==> src/rtl/id_stage.sv <==
// id_stage: unpacks the IF pipeline bundle, applies its write-back to a 32x32
// register file, decodes RV32I fields and registers them into the ID/EX
// boundary. A load in EX whose destination is a source of the instruction in
// ID raises a stall and inserts a bubble. A flush from EX kills the
// instruction in ID.
//
// Handshake: in_valid qualifies the instruction fields of if_in. When stall=1
// the bundle is not consumed and must be re-presented unchanged next cycle.
// ex_valid qualifies ex_*. During a bubble only ex_valid and ex_mem_read are
// meaningful.
module id_stage #(
  parameter int          XLEN      = 32,
  parameter int          BUNDLE_W  = 134,
  parameter logic [31:0] NOP_INSTR = 32'h00000013
) (
  input  logic                clk,
  input  logic                reset,
  input  logic [BUNDLE_W-1:0] if_in,
  input  logic                in_valid,
  input  logic                flush,
  output logic                stall,
  output logic                ex_valid,
  output logic [XLEN-1:0]     ex_pc,
  output logic [XLEN-1:0]     ex_pc_4,
  output logic [XLEN-1:0]     ex_rs1_data,
  output logic [XLEN-1:0]     ex_rs2_data,
  output logic [XLEN-1:0]     ex_imm,
  output logic [4:0]          ex_rd,
  output logic [4:0]          ex_rs1,
  output logic [4:0]          ex_rs2,
  output logic [6:0]          ex_opcode,
  output logic [2:0]          ex_funct3,
  output logic [6:0]          ex_funct7,
  output logic                ex_mem_read
);

  localparam logic [6:0] OP_R      = 7'b0110011;
  localparam logic [6:0] OP_IMM    = 7'b0010011;
  localparam logic [6:0] OP_LOAD   = 7'b0000011;
  localparam logic [6:0] OP_JALR   = 7'b1100111;
  localparam logic [6:0] OP_STORE  = 7'b0100011;
  localparam logic [6:0] OP_BRANCH = 7'b1100011;
  localparam logic [6:0] OP_LUI    = 7'b0110111;
  localparam logic [6:0] OP_AUIPC  = 7'b0010111;
  localparam logic [6:0] OP_JAL    = 7'b1101111;

  // Bundle fields
  logic [XLEN-1:0] wb_data, pc, pc_4;
  logic [31:0]     instr;
  logic [4:0]      wb_addr;
  logic            wb_en;

  assign wb_data = if_in[XLEN-1:0];
  assign wb_addr = if_in[XLEN+4:XLEN];
  assign wb_en   = if_in[XLEN+5];
  assign instr   = if_in[XLEN+37:XLEN+6];
  assign pc_4    = if_in[2*XLEN+37:XLEN+38];
  assign pc      = if_in[3*XLEN+37:2*XLEN+38];

  // Decoded fields
  logic [6:0] opcode, funct7;
  logic [2:0] funct3;
  logic [4:0] rd, rs1, rs2;
  logic       wb_fire;

  assign opcode  = instr[6:0];
  assign rd      = instr[11:7];
  assign funct3  = instr[14:12];
  assign rs1     = instr[19:15];
  assign rs2     = instr[24:20];
  assign funct7  = instr[31:25];
  assign wb_fire = wb_en && (wb_addr != 5'd0);

  // Register file; entry 0 is never written so x0 stays 0
  logic [XLEN-1:0] rf_q [32];

  // Register file write port, honoured independently of in_valid/stall/flush
  always_ff @(posedge clk or posedge reset) begin
    if (reset) begin
      for (int i = 0; i < 32; i++) rf_q[i] <= '0;
    end else if (wb_fire) begin
      rf_q[wb_addr] <= wb_data;
    end
  end

  // Operand read with same-cycle write-back bypass
  logic [XLEN-1:0] rs1_data, rs2_data;
  always_comb begin
    rs1_data = rf_q[rs1];
    rs2_data = rf_q[rs2];
    if (rs1 == 5'd0)                         rs1_data = '0;
    else if (wb_fire && (wb_addr == rs1))    rs1_data = wb_data;
    if (rs2 == 5'd0)                         rs2_data = '0;
    else if (wb_fire && (wb_addr == rs2))    rs2_data = wb_data;
  end

  // Immediate generation and register-use flags by opcode
  logic [XLEN-1:0] imm;
  logic            is_nop, rs1_used, rs2_used;
  always_comb begin
    imm      = '0;
    is_nop   = (instr == NOP_INSTR);
    rs1_used = !is_nop;
    rs2_used = 1'b0;
    case (opcode)
      OP_IMM, OP_LOAD, OP_JALR: imm = {{20{instr[31]}}, instr[31:20]};
      OP_STORE: begin
        imm      = {{20{instr[31]}}, instr[31:25], instr[11:7]};
        rs2_used = 1'b1;
      end
      OP_BRANCH: begin
        imm      = {{19{instr[31]}}, instr[31], instr[7], instr[30:25], instr[11:8], 1'b0};
        rs2_used = 1'b1;
      end
      OP_LUI, OP_AUIPC: begin
        imm      = {instr[31:12], 12'b0};
        rs1_used = 1'b0;
      end
      OP_JAL: begin
        imm      = {{11{instr[31]}}, instr[31], instr[19:12], instr[20], instr[30:21], 1'b0};
        rs1_used = 1'b0;
      end
      OP_R:    rs2_used = 1'b1;
      default: imm = '0;
    endcase
  end

  // Load-use hazard against the load sitting in EX; flush overrides it
  logic ex_valid_q, ex_mem_read_q, hazard, issue;
  logic [4:0] ex_rd_q;
  assign hazard = in_valid && ex_valid_q && ex_mem_read_q && (ex_rd_q != 5'd0) &&
                  ((rs1_used && (ex_rd_q == rs1)) || (rs2_used && (ex_rd_q == rs2)));
  assign stall  = hazard && !flush;
  assign issue  = !flush && !hazard && in_valid && !is_nop;

  logic [XLEN-1:0] ex_pc_q, ex_pc_4_q, ex_rs1_data_q, ex_rs2_data_q, ex_imm_q;
  logic [4:0]      ex_rs1_q, ex_rs2_q;
  logic [6:0]      ex_opcode_q, ex_funct7_q;
  logic [2:0]      ex_funct3_q;

  // ID/EX register: valid/mem_read follow issue, payload loads only on issue
  always_ff @(posedge clk or posedge reset) begin
    if (reset) begin
      ex_valid_q    <= 1'b0;
      ex_mem_read_q <= 1'b0;
      ex_pc_q       <= '0;
      ex_pc_4_q     <= '0;
      ex_rs1_data_q <= '0;
      ex_rs2_data_q <= '0;
      ex_imm_q      <= '0;
      ex_rd_q       <= '0;
      ex_rs1_q      <= '0;
      ex_rs2_q      <= '0;
      ex_opcode_q   <= '0;
      ex_funct3_q   <= '0;
      ex_funct7_q   <= '0;
    end else begin
      ex_valid_q    <= issue;
      ex_mem_read_q <= issue && (opcode == OP_LOAD);
      if (issue) begin
        ex_pc_q       <= pc;
        ex_pc_4_q     <= pc_4;
        ex_rs1_data_q <= rs1_data;
        ex_rs2_data_q <= rs2_data;
        ex_imm_q      <= imm;
        ex_rd_q       <= rd;
        ex_rs1_q      <= rs1;
        ex_rs2_q      <= rs2;
        ex_opcode_q   <= opcode;
        ex_funct3_q   <= funct3;
        ex_funct7_q   <= funct7;
      end
    end
  end

  assign ex_valid    = ex_valid_q;
  assign ex_mem_read = ex_mem_read_q;
  assign ex_pc       = ex_pc_q;
  assign ex_pc_4     = ex_pc_4_q;
  assign ex_rs1_data = ex_rs1_data_q;
  assign ex_rs2_data = ex_rs2_data_q;
  assign ex_imm      = ex_imm_q;
  assign ex_rd       = ex_rd_q;
  assign ex_rs1      = ex_rs1_q;
  assign ex_rs2      = ex_rs2_q;
  assign ex_opcode   = ex_opcode_q;
  assign ex_funct3   = ex_funct3_q;
  assign ex_funct7   = ex_funct7_q;

endmodule

==> config.mk <==
export PLATFORM = sky130hd
export DESIGN_NAME = id_stage
export DESIGN_NICKNAME = d
export VERILOG_FILES = /design/src/rtl/id_stage.sv
export SDC_FILE = /design/constraint.sdc
export NUM_CORES = 2
export LEC_CHECK = 0
export CELL_PAD_IN_SITES_DETAIL_PLACEMENT = 1
export CELL_PAD_IN_SITES_GLOBAL_PLACEMENT = 1
export CORE_MARGIN = 4
export CORE_UTILIZATION = 46
export CTS_CLUSTER_DIAMETER = 100
export CTS_CLUSTER_SIZE = 14
export DETAILED_ROUTE_END_ITERATION = 12
export MAX_ROUTING_LAYER = met4
export PLACE_DENSITY = 0.86
export SLEW_MARGIN = 20
export SYNTH_ARGS = -nofsm -noshare
export SYNTH_HDL_FRONTEND = slang
export SYNTH_SLANG_ARGS = --single-unit
==> constraint.sdc <==
create_clock -name clk -period 39 [get_ports clk]
set_clock_uncertainty 0.2 [all_clocks]
set_input_delay 7.8 -clock clk [delete_from_list [all_inputs] [get_ports clk]]
set_output_delay 7.8 -clock clk [all_outputs]
set_load 0.02 [all_outputs]
==> impl_metrics.json <==
{
  "start_util_pct": 46.5,
  "pre_cts_slack_ns": 20.48,
  "ctsResizeCount": 0,
  "drc": 0,
  "numClockSinks": 1218,
  "syn-num-nets": 4227,
  "peakVddDrop_mv": 0.0347,
  "grt_pass1_wl_mm": 312,
  "switching_share_pct": 29.5,
  "hpwl_mm": 118,
  "period_minus_slack_ns": 18.60,
  "synth_ff_type": "dfrtp_1",
  "rsz0062_at_grt": "no",
  "finalMaxSlewViolations": 0,
  "antenna_left": 0,
  "fin_ws_ns": 20.40,
  "fp.dieW_um": 373,
  "rrSetupSlack_ns": 33.26,
  "routabilityCongestion": 0.814,
  "wl_mm": 210,
  "htreeDepth": 3,
  "overflow": 0,
  "end_kind": "output port",
  "ys_seq_elements": 1218,
  "cts_buffer_depth": 3,
  "tns_ns": 0,
  "finalPower_mw": 3.37,
  "async_reset_ff_share_pct": 100,
  "worstPathMaxFanout": 13,
  "p_seq_share_pct": 50.1,
  "layout.nets": 4284,
  "ioPinCount": 333,
  "hold_path.class": "flop to flop",
  "avgViaCountPerCell": 7.03,
  "path_cells": "clkdlybuf4s50_1 -> and3_1 -> and4bb_1 -> a41o_1 -> o31a_2 -> nor2_1 -> clkdlybuf4s50_1",
  "synth_area_sq_mm": 0.0614,
  "fmax_mhz": 53.8,
  "grt_pass1_vias": 45400,
  "dieArea_sq_mm": 0.139,
  "synth_edf_count": 0,
  "power.switching_mw": 0.995,
  "p_per_area_mw_per_mm2": 49.2,
  "core_area_sq_mm": 0.132,
  "tightestPinTransition_ns": 1.11,
  "rows": 133,
  "status": "finished clean",
  "required_ns": 31.00,
  "drt_first_pass_iters": 6,
  "hold_viol": 0,
  "vias": 41600,
  "crit_type": "input pin to output port",
  "finalSetupViolCount": 0,
  "root_buffer": "clkbuf_16",
  "internal_power_mw": 2.38,
  "synthDistinctLibCells": 53,
  "critPathMaxStageDelay_ns": 0.62,
  "dpl-instance-area_sq_mm": 0.0660,
  "finalCritPeriodShare_pct": 47.7,
  "die-height_um": 373,
  "antenna_found_initial": 11,
  "post_cts_buffers": 0,
  "synth_top_area_cell": "dfrtp_1",
  "drive_above_1_share_pct": 43.7,
  "clkPwrFrac_pct": 26.8,
  "slowest_stage": "clkdlybuf4s50_1",
  "area_delta_synth_final_pct": 11.6,
  "wl_per_cell_um": 35.5,
  "clk_pin_slew_ns": 0.07,
  "p_leak_nw": 28.7,
  "synth_top_area_share_pct": 49.6,
  "final_area_sq_mm": 0.0685,
  "synth_cells": 4089,
  "yosys_warnings": 0,
  "cp.arrival_ns": 10.60,
  "cts_buffers": 96,
  "insertion_delay_ns": 0.73,
  "cp_common_cell": "clkdlybuf4s50_1",
  "cts_tree": "built",
  "start_kind": "input pin",
  "drt_iter0_drc": 4618,
  "comb_power_share_pct": 23.1,
  "place.port_buffers": 332,
  "holdBufCountCts": 0,
  "ys_seq_area_share_pct": 49.6,
  "grt_max_degree": 189,
  "grt_usage_pct": 30.5,
  "avgSynthCellArea_sq_um": 15.0,
  "slew_headroom_pct": 25.7,
  "synth_area_leaders": "dfrtp_1 50%, mux2_2 19%, mux4_2 19%",
  "max_cap_viol_count": 0
}
## layout by cell type (no fill, tap or decap), types with 68 or more instances in the layout
| cell type | n |
|---|---|
| dfrtp_1 | 1218 |
| clkbuf_16 | 98 |
| clkdlybuf4s50_1 | 303 |
| mux2_1 | 68 |
| nand2_1 | 74 |
| mux4_2 | 512 |
| mux2_2 | 1026 |
| a21oi_1 | 115 |
| a22oi_1 | 285 |
| buf_4 | 82 |
## synthesized netlist by cell type, types with 2 or more instances
| master | count |
|---|---|
| a21o_1 | 32 |
| a21oi_1 | 116 |
| a221o_1 | 31 |
| a22o_1 | 5 |
| a22oi_1 | 285 |
| a31oi_1 | 32 |
| and2_1 | 3 |
| and3_1 | 2 |
| buf_1 | 78 |
| buf_2 | 78 |
| buf_4 | 3 |
| buf_6 | 11 |
| clkbuf_1 | 295 |
| dfrtp_1 | 1218 |
| inv_1 | 27 |
| mux2_1 | 68 |
| mux2_2 | 1026 |
| mux2i_1 | 19 |
| mux4_2 | 512 |
| nand2_1 | 89 |
| nand3_1 | 7 |
| nand3b_1 | 4 |
| nand4_1 | 11 |
| nor2_1 | 25 |
| nor2b_1 | 5 |
| nor3_1 | 36 |
| nor3b_1 | 5 |
| nor4_1 | 5 |
| o21ai_0 | 11 |
| o21ai_1 | 2 |
| or2_2 | 2 |
| or3_1 | 6 |
| or4_1 | 2 |
| xnor2_1 | 13 |
| xor2_1 | 7 |
## final timing paths
path                            start  depth (start not counted)      endpoint
max reg2reg                  ex_rd[1]                          9     ex_pc[24]
min in group asynchronous       reset                          3  ex_funct7[3]
max in group asynchronous       reset                          8     rf_q[661]
max                         if_in[39]                          7         stall
min reg2reg                rf_q[1015]                          0    rf_q[1015]
min                        rf_q[1015]                          0    rf_q[1015]
## kinds of logic (layout without fill, tap and decap cells)
| kind of cell | Yosys count | after routing | share of synthesized area, % |
|---|---|---|---|
| AOI/OAI and AO/OA | 527 | 527 | 6.03 |
| DFF | 1218 | 1218 | 49.6 |
| and+or+nand+nor | 206 | 206 | 1.59 |
| other | 0 | 9 | 0 |
| buffers and inverters | 493 | 555 | 3.32 |
| muxes | 1625 | 1625 | 39.1 |
| xor gates and xnor gates | 20 | 20 | 0.285 |
## worst max-delay path: cells and delay by family
kind,cells,cell delay (ns)
AO/OA/AOI/OAI,2,0.92
buffers and inverters,2,1.13
AND/OR/NAND/NOR,3,0.75
## stage by stage
stage / util [%] / instances / hold WS (ns)
after floorplan: - / 4089 / 0.241
after global placement: 50.0 / 5800 / 0.176
after detailed placement: 50.0 / 5800 / 0.183
after CTS: 51.9 / 5903 / 0.198
after global routing: 51.9 / 5915 / 0.211
final: 51.9 / 5915 / 0.194
## power groups by stage
stage / Clock [mW] / Sequential (mW) / Combinational (mW)
floorplan: 0 / 1.66 / 0.519
global placement: 0 / 1.65 / 0.727
detailed placement: 0 / 1.69 / 0.767
CTS: 0.913 / 1.68 / 0.778
global route: 0.970 / 1.71 / 0.824
finish: 0.905 / 1.69 / 0.779
## registers in the layout, indices dropped and copies added, names as in the netlist, 7 cells and up
signal / cells
ex_pc: 32
ex_imm: 32
ex_rs2_data: 32
ex_rs1_data: 32
ex_opcode: 7
rf_q: 1024
ex_funct7: 7
ex_pc_4: 32
## area by class of cell
| type | count | area (sq um) |
|---|---|---|
| fill | 12400 | 63600 |
| clock buffer | 98 | 2450 |
| tap | 1755 | 2200 |
| antenna | 9 | 22.5 |
| sequential | 1218 | 30500 |
| clock inverter | 5 | 77.6 |
| inverter | 28 | 114 |
| timing repair buffer | 424 | 4050 |
| multi-input combinational | 2378 | 29100 |
## metal layers
layer / vias to the layer above / share of wire, % / track usage, %
li1: 15800 / - / -
met1: 22500 / 37 / 37.8
met2: 2575 / 49 / 48.0
met3: 659 / 8.8 / 6.38
met4: 0 / 5.5 / 14.8
met5: - / 0 / -
No activity file was read; power rests on OpenSTA's default activity.
